$ cat config.mk
export PLATFORM = sky130hd
export DESIGN_NAME = clock_edge_monitor
export DESIGN_NICKNAME = d
export VERILOG_FILES = /design/src/rtl/clock_edge_monitor.sv
export SDC_FILE = /design/constraint.sdc
export NUM_CORES = 1
export LEC_CHECK = 0
export BUFFER_PORTS_ARGS = -buffer_cell sky130_fd_sc_hd__buf_2
export CORE_AREA = 2 2 86 88
export CTS_CLUSTER_DIAMETER = 150
export DETAILED_ROUTE_END_ITERATION = 10
export DIE_AREA = 0 0 88 90
export PLACE_DENSITY = 0.84
export SYNTH_ARGS = -nofsm -noshare
export SYNTH_HDL_FRONTEND = slang
export SYNTH_SLANG_ARGS = --single-unit
$ cat constraint.sdc
create_clock -name clock_in -period 5.5 [get_ports clock_in]
set_input_delay 1.1 -clock clock_in [delete_from_list [all_inputs] [get_ports clock_in]]
set_output_delay 1.1 -clock clock_in [all_outputs]
set_load 0.01 [all_outputs]
$ cat src/rtl/clock_edge_monitor.sv
// -----------------------------------------------------------------------------
// clock_edge_monitor
//
// Receive-side companion to the clock divider. A divided clock (clk_sample) is
// brought into the clock_in domain through a flop synchronizer. The block then:
//   - emits single-cycle rise/fall strobes for downstream clock-enable logic,
//   - measures the rise-to-rise period of clk_sample in clock_in cycles,
//   - declares lock once LOCK_COUNT consecutive periods agree within TOLERANCE,
//   - pulses timeout when no rising edge is seen for TIMEOUT clock_in cycles.
//
// Ports
//   clock_in      in   1          fast system clock
//   aresetn       in   1          synchronous, active-low reset
//   clk_sample    in   1          divided clock to monitor (async to clock_in)
//   rise_strobe   out  1          1-cycle pulse per synchronized rising edge
//   fall_strobe   out  1          1-cycle pulse per synchronized falling edge
//   period        out  CNT_WIDTH  last measured rise-to-rise period
//   period_valid  out  1          1-cycle pulse when period is updated
//   ref_period    out  CNT_WIDTH  period currently being locked/held
//   locked        out  1          high while in the LOCKED state
//   timeout       out  1          1-cycle pulse when TIMEOUT is reached
// -----------------------------------------------------------------------------
module clock_edge_monitor #(
    parameter int SYNC_STAGES = 2,
    parameter int CNT_WIDTH   = 16,
    parameter int LOCK_COUNT  = 4,
    parameter int TOLERANCE   = 0,
    parameter int TIMEOUT     = 1024
) (
    input  logic                 clock_in,
    input  logic                 aresetn,
    input  logic                 clk_sample,
    output logic                 rise_strobe,
    output logic                 fall_strobe,
    output logic [CNT_WIDTH-1:0] period,
    output logic                 period_valid,
    output logic [CNT_WIDTH-1:0] ref_period,
    output logic                 locked,
    output logic                 timeout
);

    // match_cnt must be able to hold LOCK_COUNT plus one increment.
    localparam int MC_W = $clog2(LOCK_COUNT + 1) + 1;

    localparam logic [CNT_WIDTH-1:0] CNT_ZERO   = {CNT_WIDTH{1'b0}};
    localparam logic [CNT_WIDTH-1:0] CNT_ONE    = CNT_WIDTH'(1);
    localparam logic [CNT_WIDTH-1:0] TIMEOUT_C  = CNT_WIDTH'(TIMEOUT);
    localparam logic [CNT_WIDTH-1:0] TIMEOUT_M1 = CNT_WIDTH'(TIMEOUT - 1);
    localparam logic [CNT_WIDTH-1:0] TOL_C      = CNT_WIDTH'(TOLERANCE);
    localparam logic [MC_W-1:0]      MC_ZERO    = {MC_W{1'b0}};
    localparam logic [MC_W-1:0]      MC_ONE     = MC_W'(1);
    localparam logic [MC_W-1:0]      LOCK_C     = MC_W'(LOCK_COUNT);

    typedef enum logic [1:0] {
        ST_IDLE    = 2'd0,
        ST_ACQUIRE = 2'd1,
        ST_LOCKED  = 2'd2
    } state_t;

    // Unsigned distance between two periods, never wrapping.
    function automatic logic [CNT_WIDTH-1:0] abs_diff(
        input logic [CNT_WIDTH-1:0] a,
        input logic [CNT_WIDTH-1:0] b
    );
        if (a >= b) begin
            return a - b;
        end else begin
            return b - a;
        end
    endfunction

    // Registers and their next-state values
    logic [SYNC_STAGES-1:0] sync_q,         sync_d;
    logic                   s_dly_q,        s_dly_d;
    logic [CNT_WIDTH-1:0]   cnt_q,          cnt_d;
    logic [CNT_WIDTH-1:0]   period_q,       period_d;
    logic [CNT_WIDTH-1:0]   ref_period_q,   ref_period_d;
    logic [MC_W-1:0]        match_cnt_q,    match_cnt_d;
    logic                   first_seen_q,   first_seen_d;
    state_t                 state_q,        state_d;
    logic                   rise_strobe_q,  rise_strobe_d;
    logic                   fall_strobe_q,  fall_strobe_d;
    logic                   period_valid_q, period_valid_d;
    logic                   locked_q,       locked_d;
    logic                   timeout_q,      timeout_d;

    // Combinational helpers
    logic                   s_s;
    logic                   rise_s;
    logic                   fall_s;
    logic                   timeout_hit_s;
    logic                   match_s;
    logic [MC_W-1:0]        mc_inc_s;

    assign s_s      = sync_q[SYNC_STAGES-1];
    assign rise_s   = s_s & ~s_dly_q;
    assign fall_s   = ~s_s & s_dly_q;
    // A rise in the same cycle wins over the timeout condition.
    assign timeout_hit_s = (cnt_q == TIMEOUT_M1) && !rise_s;
    // Match is judged on the registered period, i.e. in the period_valid cycle.
    assign match_s  = (abs_diff(period_q, ref_period_q) <= TOL_C);
    assign mc_inc_s = match_cnt_q + MC_ONE;

    // Next-state logic: edge detect, period counter and lock state machine
    always_comb begin
        sync_d         = {sync_q[SYNC_STAGES-2:0], clk_sample};
        s_dly_d        = s_s;
        cnt_d          = cnt_q;
        period_d       = period_q;
        ref_period_d   = ref_period_q;
        match_cnt_d    = match_cnt_q;
        first_seen_d   = first_seen_q;
        state_d        = state_q;
        locked_d       = locked_q;
        rise_strobe_d  = rise_s;
        fall_strobe_d  = fall_s;
        period_valid_d = rise_s & first_seen_q;
        timeout_d      = timeout_hit_s;

        // Rise-to-rise counter, saturating so an absent clock cannot wrap it
        if (rise_s) begin
            cnt_d = CNT_ONE;
        end else if (cnt_q == TIMEOUT_C) begin
            cnt_d = cnt_q;
        end else begin
            cnt_d = cnt_q + CNT_ONE;
        end

        if (rise_s && first_seen_q) begin
            period_d = cnt_q;
        end else begin
            period_d = period_q;
        end

        if (timeout_hit_s) begin
            // Loss of clock: forget lock progress but keep the last measurements
            state_d      = ST_IDLE;
            locked_d     = 1'b0;
            first_seen_d = 1'b0;
            match_cnt_d  = MC_ZERO;
        end else begin
            case (state_q)
                ST_IDLE: begin
                    if (rise_s) begin
                        state_d      = ST_ACQUIRE;
                        first_seen_d = 1'b1;
                    end else begin
                        state_d      = ST_IDLE;
                    end
                end
                ST_ACQUIRE: begin
                    if (period_valid_q) begin
                        if (match_s) begin
                            match_cnt_d = mc_inc_s;
                            if (mc_inc_s >= LOCK_C) begin
                                state_d  = ST_LOCKED;
                                locked_d = 1'b1;
                            end else begin
                                state_d  = ST_ACQUIRE;
                            end
                        end else begin
                            // New candidate period; it counts as the first sample
                            ref_period_d = period_q;
                            match_cnt_d  = MC_ONE;
                        end
                    end else begin
                        state_d = ST_ACQUIRE;
                    end
                end
                ST_LOCKED: begin
                    if (period_valid_q && !match_s) begin
                        state_d      = ST_ACQUIRE;
                        locked_d     = 1'b0;
                        ref_period_d = period_q;
                        match_cnt_d  = MC_ONE;
                    end else begin
                        state_d = ST_LOCKED;
                    end
                end
                default: begin
                    state_d      = ST_IDLE;
                    locked_d     = 1'b0;
                    first_seen_d = 1'b0;
                    match_cnt_d  = MC_ZERO;
                end
            endcase
        end
    end

    // State and output registers with synchronous active-low reset
    always_ff @(posedge clock_in) begin
        if (!aresetn) begin
            sync_q         <= {SYNC_STAGES{1'b0}};
            s_dly_q        <= 1'b0;
            cnt_q          <= CNT_ZERO;
            period_q       <= CNT_ZERO;
            ref_period_q   <= CNT_ZERO;
            match_cnt_q    <= MC_ZERO;
            first_seen_q   <= 1'b0;
            state_q        <= ST_IDLE;
            rise_strobe_q  <= 1'b0;
            fall_strobe_q  <= 1'b0;
            period_valid_q <= 1'b0;
            locked_q       <= 1'b0;
            timeout_q      <= 1'b0;
        end else begin
            sync_q         <= sync_d;
            s_dly_q        <= s_dly_d;
            cnt_q          <= cnt_d;
            period_q       <= period_d;
            ref_period_q   <= ref_period_d;
            match_cnt_q    <= match_cnt_d;
            first_seen_q   <= first_seen_d;
            state_q        <= state_d;
            rise_strobe_q  <= rise_strobe_d;
            fall_strobe_q  <= fall_strobe_d;
            period_valid_q <= period_valid_d;
            locked_q       <= locked_d;
            timeout_q      <= timeout_d;
        end
    end

    assign rise_strobe  = rise_strobe_q;
    assign fall_strobe  = fall_strobe_q;
    assign period       = period_q;
    assign period_valid = period_valid_q;
    assign ref_period   = ref_period_q;
    assign locked       = locked_q;
    assign timeout      = timeout_q;

endmodule

==> impl_metrics.json, run 1 <==
{
  "power.density_nw_per_um2": 190,
  "via_count": 4077,
  "clock_latency_ns": 0.34,
  "start_util_pct": 62.4,
  "status": "completed",
  "io_buffers": 39,
  "synth_top_area_cell": "dfxtp_1",
  "worstPathArrival_ns": 4.19,
  "die_w_um": 88,
  "num_rows": 31,
  "nFillCells": 598,
  "ys_ff_latch": 63,
  "cts_inserted_buffers": 9,
  "path_class": "reg2reg",
  "remaining_drc_errors": 0,
  "io_pins": 40,
  "die_y_um": 90,
  "synth_fp_nets": 615,
  "start_kind": "register",
  "cp_max_fo": 16,
  "finalSetupViolations": 0,
  "ctsHoldBuffers": 0,
  "nNetsFinal": 635,
  "dieArea_um2": 7920,
  "hold_path_class": "reg2reg",
  "grt_pass1_vias": 3823,
  "antenna_cells": 0,
  "dp_slack_ns": 1.68,
  "syn2layout_area_growth_pct": 8.39,
  "tightest_slew_ns": 0.724,
  "cap_violations": 0,
  "report.final.slew_viol_count": 0,
  "yosysUniqueCellTypes": 62,
  "post_cts_buffers": 0,
  "cts.clk_slew.worst_paths_ns": 0.07,
  "holdWs_ns": 0.447,
  "dp_hpwl_mm": 8.11,
  "cts_tree": "yes",
  "synthArstFlopShare_pct": 0,
  "layout-drive-gt1-share_pct": 12.0,
  "synthCells": 574,
  "clock_skew_ns": 0.00979,
  "wl_per_cell_um": 15.4,
  "max_slew_margin_pct": 51.7,
  "postRouteAntennaNets": 0,
  "max_freq_mhz": 254,
  "synth_edf_count": 0,
  "grt_max_degree": 41,
  "core_um2": 7020,
  "fin_tns_setup_ns": 0,
  "dr.pass1.iters": 5,
  "grt.total_usage_pct": 27.6,
  "grt_pass1_wl_mm": 17.8,
  "drt_iter0_markers": 240,
  "vias_per_cell": 5.84,
  "finalCriticalPeriod_ns": 3.93,
  "synth_top_area_share_pct": 28.8,
  "cp-end-kind": "register",
  "fin_crit_sh_pct": 71.5,
  "routed_wl_mm": 10.7,
  "power.total_uw": 903,
  "ctsLongestPathBuffers": 2,
  "final_cell_count_no_fill": 698,
  "timing.final.ws_setup_ns": 1.57,
  "yosys_most_used_dff": "dfxtp_1",
  "antenna_found_initial": 0,
  "netlist_top_cells_area": "dfxtp_1, ha_1, nand2_1",
  "syn_area_um2": 4380,
  "rsz0062_at_grt": "no",
  "syn_area_per_cell_um2": 7.64,
  "worstPathRequired_ns": 5.76,
  "hold_viol": 0,
  "h-tree-depth": 3,
  "clock-root-buffer": "clkbuf_8",
  "yosys_warnings": 0,
  "cts_resized": 0,
  "total_leakage_power_nw": 1.99,
  "gp_congestion": 0.928,
  "grt-ovfl-total": 0,
  "yosysSeqAreaShare_pct": 28.8,
  "ir_worst_vdd_mv": 0.285,
  "clock_sinks": 63,
  "place_inst": 682
}
worst paths after layout:
kind,slack (ns),endpoint,from,depth (start not counted)
worst max-delay path,1.57,ref_period[4],period[1],12
worst min-delay path,0.45,sync_q[1],sync_q[0],1
worst max register to register,1.57,ref_period[4],period[1],12
worst min register to register,0.45,sync_q[1],sync_q[0],1
per-stage QoR:
stage	util (%)	instance area, um^2
2_1_floorplan	-	4380
3_3_place_gp	64.9	4560
3_5_place_dp	64.9	4560
4_1_cts	67.7	4750
5_1_grt	67.7	4750
6_report	67.7	4750
power breakdown:
part	switching (mW)	internal [mW]	leakage [nW]
clock	0.186	0.209	0.0916
sequential	0.00513	0.461	0.509
combinational	0.0280	0.0144	1.39
total	0.219	0.684	1.99
registers in the layout (all words and copies together) (netlist names), 2 cells and up:
name	count
ref_period	16
state_q	2
sync_q	2
match_cnt_q	4
cnt_q	16
period	16
layout make-up:
type                    count  area (um^2)  area share [%]
clock buffers               9          124            2.61
clock inverters             7         71.3            1.50
inverters                  50          188            3.95
multi-input cells         431         2790            58.7
flip-flops and latches     63         1260            26.5
well taps                  99          124            2.61
repair buffers             39          195            4.11
cells by family (layout without fill, tap and decap cells):
kind of cell | after synthesis | after routing | share of synthesized area, %
flops | 63 | 63 | 28.8
fa+ha+maj | 38 | 38 | 10.8
xor+xnor | 30 | 30 | 5.99
buf+inv | 80 | 105 | 7.62
mux | 22 | 22 | 5.14
simple gates | 213 | 213 | 22.2
compound gates | 128 | 128 | 19.4
synthesized netlist by cell type, drive strengths merged (3+ instances only):
| library cell | number |
|---|---|
| nand2b | 3 |
| a21oi | 46 |
| xor2 | 14 |
| inv | 50 |
| nand2 | 92 |
| a211oi | 5 |
| o21a | 4 |
| mux2i | 18 |
| nor2b | 4 |
| and2 | 6 |
| clkbuf | 16 |
| ha | 38 |
| nor3 | 6 |
| o22ai | 3 |
| mux2 | 4 |
| nand4 | 9 |
| a22oi | 4 |
| o211ai | 3 |
| or2 | 3 |
| a21o | 11 |
| o21ai | 19 |
| a31oi | 10 |
| xnor2 | 16 |
| nor4 | 6 |
| dfxtp | 63 |
| buf | 14 |
| and3 | 9 |
| nand3 | 17 |
| nor2 | 51 |
| o21bai | 3 |
cell usage in the layout, fill, tap and decap left out, types with 11 or more instances in the layout:
cell type,count
ha_1,38
o21ai_0,17
a21oi_1,45
nor2_1,51
dfxtp_1,63
inv_1,50
a21o_1,11
buf_2,39
nand2_1,92
xnor2_1,16
mux2i_1,18
nand3_1,17
xor2_1,14
critical path, cell delays in order, from the launching register on:
cell     delay [ns]
dfxtp_1        0.45
inv_1          0.07
ha_1           0.39
nor2b_4        0.17
o311a_4        0.33
nor2_1         0.22
mux2_1         0.35
a22oi_1        0.29
or4_1          0.16
nor2_1         0.04
o221a_1        0.41
a21oi_4        0.66
mux2i_1        0.29
per-layer routing:
metal | wire length [um] | track usage, % | vias to the layer above
li1 | - | - | 2004
met1 | 4750 | 35.7 | 1938
met2 | 5360 | 46.4 | 115
met3 | 433 | 3.58 | 20
met4 | 211 | 9.74 | 0
met5 | 0 | 0 | -
Power figures use the tool's default switching activity.
==> run 2, diff against run 1 <==
- CORE_AREA: 2 2 86 88 -> 2 2 94 96
- DIE_AREA: 0 0 88 90 -> 0 0 96 98
- PLACE_DENSITY: 0.84 -> 0.74
- clock period: 5.5 -> 3.25 ns (I/O delays scaled with it)
==> impl_metrics.json, run 2 (same netlist as run 1, synthesis figures left out) <==
{
  "status": "completed",
  "cpMostUsedCell": "buf_12",
  "report.final.slew_viol_count": 0,
  "fin_tns_setup_ns": 0,
  "tightest_slew_ns": 0.663,
  "finalSetupViolations": 0,
  "cap_violations": 0,
  "cts.clk_slew.worst_paths_ns": 0.08,
  "antenna_found_initial": 0,
  "layout-drive-gt1-share_pct": 20.5,
  "grt-ovfl-total": 0,
  "ir_worst_vdd_mv": 0.255,
  "via_count": 4179,
  "crit_path_cell_trace": "inv_1 > ha_1 > nor2b_4 > o311a_4 > nor2_2 > mux2_1 > a22oi_1 > or4_1 > nor2_1 > o221a_1 > buf_12 > a21oi_4 > buf_12 > mux2i_2",
  "cts_tree": "yes",
  "nNetsFinal": 679,
  "core_um2": 8470,
  "grt_max_degree": 40,
  "total_leakage_power_nw": 2.26,
  "final_common_cell": "nand2_1",
  "grt.total_usage_pct": 25.2,
  "critPathBufInv": 3,
  "power.density_nw_per_um2": 312,
  "remaining_drc_errors": 0,
  "worstPathRequired_ns": 3.52,
  "grt_pass1_vias": 4008,
  "vias_per_cell": 5.56,
  "routed_wl_mm": 11.4,
  "max_slew_margin_pct": 55.8,
  "clock_sinks": 63,
  "clock_latency_ns": 0.34,
  "gp_congestion": 0.972,
  "dieArea_um2": 9410,
  "syn2layout_area_growth_pct": 19.4,
  "ctsLongestPathBuffers": 2,
  "die_y_um": 98,
  "crit_slowest_cell": "o311a_4",
  "io_pins": 40,
  "dr.pass1.iters": 5,
  "io_buffers": 39,
  "antenna_cells": 0,
  "clock-root-buffer": "clkbuf_8",
  "crit_family": "compound AO/OA/AOI/OAI gates",
  "fin_crit_sh_pct": 96.0,
  "die_w_um": 96,
  "start_kind": "register",
  "hold_path_class": "reg2reg",
  "hold_viol": 0,
  "max_freq_mhz": 321,
  "rsz0062_at_grt": "no",
  "cp-end-kind": "register",
  "postRouteAntennaNets": 0,
  "cts_inserted_buffers": 9,
  "clock_skew_ns": 0.0109,
  "start_util_pct": 51.8,
  "final_cell_mix": "nand2_1, dfxtp_1, inv_1",
  "path_class": "reg2reg",
  "worstPathArrival_ns": 3.39,
  "cp_max_fo": 16,
  "num_rows": 34,
  "drt_iter0_markers": 214,
  "nFillCells": 729,
  "wl_per_cell_um": 15.2,
  "holdWs_ns": 0.444,
  "dp_hpwl_mm": 8.49,
  "grt_pass1_wl_mm": 19.1,
  "h-tree-depth": 3,
  "critPathMaxStageDelay_ns": 0.34,
  "finalCriticalPeriod_ns": 3.12
}
## run 2: power breakdown
| group | switching [mW] | internal (mW) |
|---|---|---|
| clock network | 0.315 | 0.450 |
| logic | 0.0501 | 0.0282 |
| registers | 0.00814 | 0.779 |
## run 2: metal layers
metal	GRT usage (%)	vias to the layer above	share of wire [%]
met3	4.40	28	4.4
met5	0	-	0
li1	-	2080	-
met4	8.90	0	2.5
met2	40.5	105	48
met1	33.8	1966	45
## run 2: path summary, 6_finish.rpt
| path | from | end | slack [ns] | depth (start not counted) |
|---|---|---|---|---|
| max | period[1] | ref_period[4] | 0.13 | 14 |
| min | sync_q[0] | sync_q[1] | 0.44 | 1 |
| max reg2reg | period[1] | ref_period[4] | 0.13 | 14 |
| min reg2reg | sync_q[0] | sync_q[1] | 0.44 | 1 |
## run 2: layout make-up
cell class | instances | area, um^2 | area share, %
multi-input combinational | 431 | 2880 | 54.9
sequential | 63 | 1260 | 24.2
timing repair buffer | 83 | 551 | 10.5
inverter | 50 | 188 | 3.59
clock buffer | 10 | 138 | 2.63
tap | 108 | 135 | 2.58
clock inverter | 6 | 83.8 | 1.60
## run 2: per-stage QoR
stage | power, mW | setup WS [ns] | utilization, % | std cells | instance area [um^2]
CTS | 1.64 | 0.114 | 60.7 | 750 | 5140
finish | 1.63 | 0.131 | 61.8 | 751 | 5240
global route | 1.69 | 0.000560 | 61.8 | 751 | 5240
global placement | 0.878 | -0.114 | 57.8 | 733 | 4900
detailed placement | 0.880 | -0.149 | 57.8 | 733 | 4900
floorplan | 0.861 | 0.103 | - | 574 | 4380
## run 2: timing repair
action                     in CTS  in global routing
setup endpoints to repair      16                 22
hold buffers                    0                  0
setup buffers                   1                  1
resized for setup               0                 19
gates cloned                    0                  0
pin swaps                       1                  6
## run 2: worst reg2reg max path, cell delays in order (launching register included)
cell and delay [ns]:
dfxtp_1 0.33, inv_1 0.05, ha_1 0.33, nor2b_4 0.16
o311a_4 0.34, nor2_2 0.16, mux2_1 0.33, a22oi_1 0.18
or4_1 0.13, nor2_1 0.04, o221a_1 0.28, buf_12 0.16
a21oi_4 0.15, buf_12 0.20, mux2i_2 0.22
==> run 3, diff against run 2 <==
==> constraint.sdc (replaced) <==
create_clock -name clock_in -period 3.25 [get_ports clock_in]
set_input_delay 0.1625 -clock clock_in [delete_from_list [all_inputs] [get_ports clock_in]]
set_output_delay 0.1625 -clock clock_in [all_outputs]
set_load 0.01 [all_outputs]
==> impl_metrics.json, run 3 (same netlist as run 1, synthesis figures left out) <==
{
  "status": "completed",
  "p_sw_uw": 357,
  "max_slew_margin_pct": 63.5,
  "cts.clk_slew.worst_paths_ns": 0.07,
  "hold_path_class": "in2reg",
  "clock-root-buffer": "clkbuf_8",
  "power.density_nw_per_um2": 303,
  "register_area_um2": 1270,
  "clock_skew_ns": 0.0132,
  "cts_inserted_buffers": 9,
  "ctsLongestPathBuffers": 2,
  "syn2layout_area_growth_pct": 17.2,
  "io_buffers": 39,
  "grt.total_usage_pct": 24.3,
  "cp-end-kind": "register",
  "grt-ovfl-total": 0,
  "report.final.slew_viol_count": 0,
  "start_util_pct": 51.8,
  "routed_wl_mm": 11.0,
  "wl_per_cell_um": 14.7,
  "dr.pass1.iters": 5,
  "nFillCells": 796,
  "power_frac_seq_pct": 50.6,
  "clock_latency_ns": 0.35,
  "finalCriticalPeriod_ns": 3.13,
  "cap_violations": 0,
  "dp_slack_ns": -0.182,
  "cp_max_fo": 9,
  "fin_tns_setup_ns": 0,
  "h-tree-depth": 3,
  "finalSetupViolations": 0,
  "combPwrFrac_pct": 5.0,
  "die_w_um": 96,
  "cts_tree": "yes",
  "final_cell_mix": "nand2_1, dfxtp_1, inv_1",
  "nNetsFinal": 678,
  "remaining_drc_errors": 0,
  "final_common_cell": "nand2_1",
  "hold_viol": 0,
  "multiInputGateArea_um2": 2810,
  "dieArea_um2": 9410,
  "via_count": 4145,
  "postRouteAntennaNets": 0,
  "total_leakage_power_nw": 2.22,
  "worstPathArrival_ns": 3.37,
  "clock_sinks": 63,
  "intPower_mw": 1.20,
  "timing.final.ws_setup_ns": 0.123,
  "io_pins": 40,
  "layout-drive-gt1-share_pct": 19.0,
  "final_cell_count_no_fill": 749,
  "start_kind": "register",
  "path_class": "reg2reg",
  "num_rows": 34,
  "tightest_slew_ns": 0.546,
  "place_inst": 733,
  "grt_pass1_wl_mm": 18.3,
  "worstPathRequired_ns": 3.49,
  "vias_per_cell": 5.53,
  "core_um2": 8470,
  "grt_max_degree": 41,
  "die_y_um": 98,
  "dp_hpwl_mm": 8.48,
  "antenna_found_initial": 0,
  "sw_frac_of_total_pct": 22.9,
  "grt_pass1_vias": 3827,
  "ctsHoldBuffers": 0,
  "fin_crit_sh_pct": 96.2,
  "max_freq_mhz": 320,
  "ir_worst_vdd_mv": 0.279,
  "clock_power_share_pct": 44.4,
  "antenna_cells": 0,
  "drt_iter0_markers": 218,
  "gp_congestion": 0.981
}
## run 3: worst paths after layout
check / cells past startpoint / slack [ns] / from / endpoint
setup reg to reg: 13 / 0.12 / period[4] / locked
setup / recovery: 13 / 0.12 / period[4] / locked
hold / removal: 2 / 0.03 / clk_sample / sync_q[0]
hold reg to reg: 2 / 0.44 / s_dly_q / fall_strobe
## run 3: final cells by class
class	count	share of cell area, %
multi-input combinational	431	54.7
sequential	63	24.6
timing repair buffer	82	10.6
inverter	50	3.65
clock buffer	12	3.02
tap	108	2.63
clock inverter	3	0.828
## run 3: layer usage
layer  up-vias  global-route usage (%)  wire length (um)
li1       2094                       -                 -
met1      1929                    33.9              5060
met2       105                    38.5              5300
met3        17                    3.40               483
met4         0                    7.36               172
met5         -                       0                 0
## run 3: power by group through the flow
stage / Sequential, mW / Clock [mW] / Combinational [mW]
floorplan: 0.804 / 0 / 0.0572
global placement: 0.805 / 0 / 0.0740
detailed placement: 0.805 / 0 / 0.0766
CTS: 0.788 / 0.703 / 0.0772
global route: 0.788 / 0.736 / 0.0858
finish: 0.788 / 0.690 / 0.0777
## run 3: worst max-delay path, stage by stage (launching register included)
cell and delay, ns:
dfxtp_1 0.33, inv_1 0.05, ha_2 0.37, and2_1 0.22, o311a_4 0.23, o21bai_1 0.10, a21o_1 0.23, a21boi_0 0.26
xnor2_1 0.17, nor2_1 0.07, o221a_1 0.31, buf_12 0.16, a31o_2 0.23, a221oi_1 0.29
## run 3: repair_timing
item                                    in CTS  in global routing
resized for setup                            0                 11
pin swaps                                    1                  2
endpoints found under the hold margin        0                  0
setup buffers                                1                  0
endpoints found under the setup margin      16                 21
## run 3: per-stage QoR
stage | hold slack (ns) | util (%) | power [mW] | cell area [um^2]
after detailed placement | 0.376 | 57.8 | 0.882 | 4900
after global placement | 0.372 | 57.8 | 0.879 | 4900
after CTS | 0.0147 | 60.4 | 1.57 | 5110
after floorplan | 0.290 | - | 0.861 | 4380
final | 0.0311 | 60.7 | 1.56 | 5140
after global routing | 0.0444 | 60.7 | 1.61 | 5140
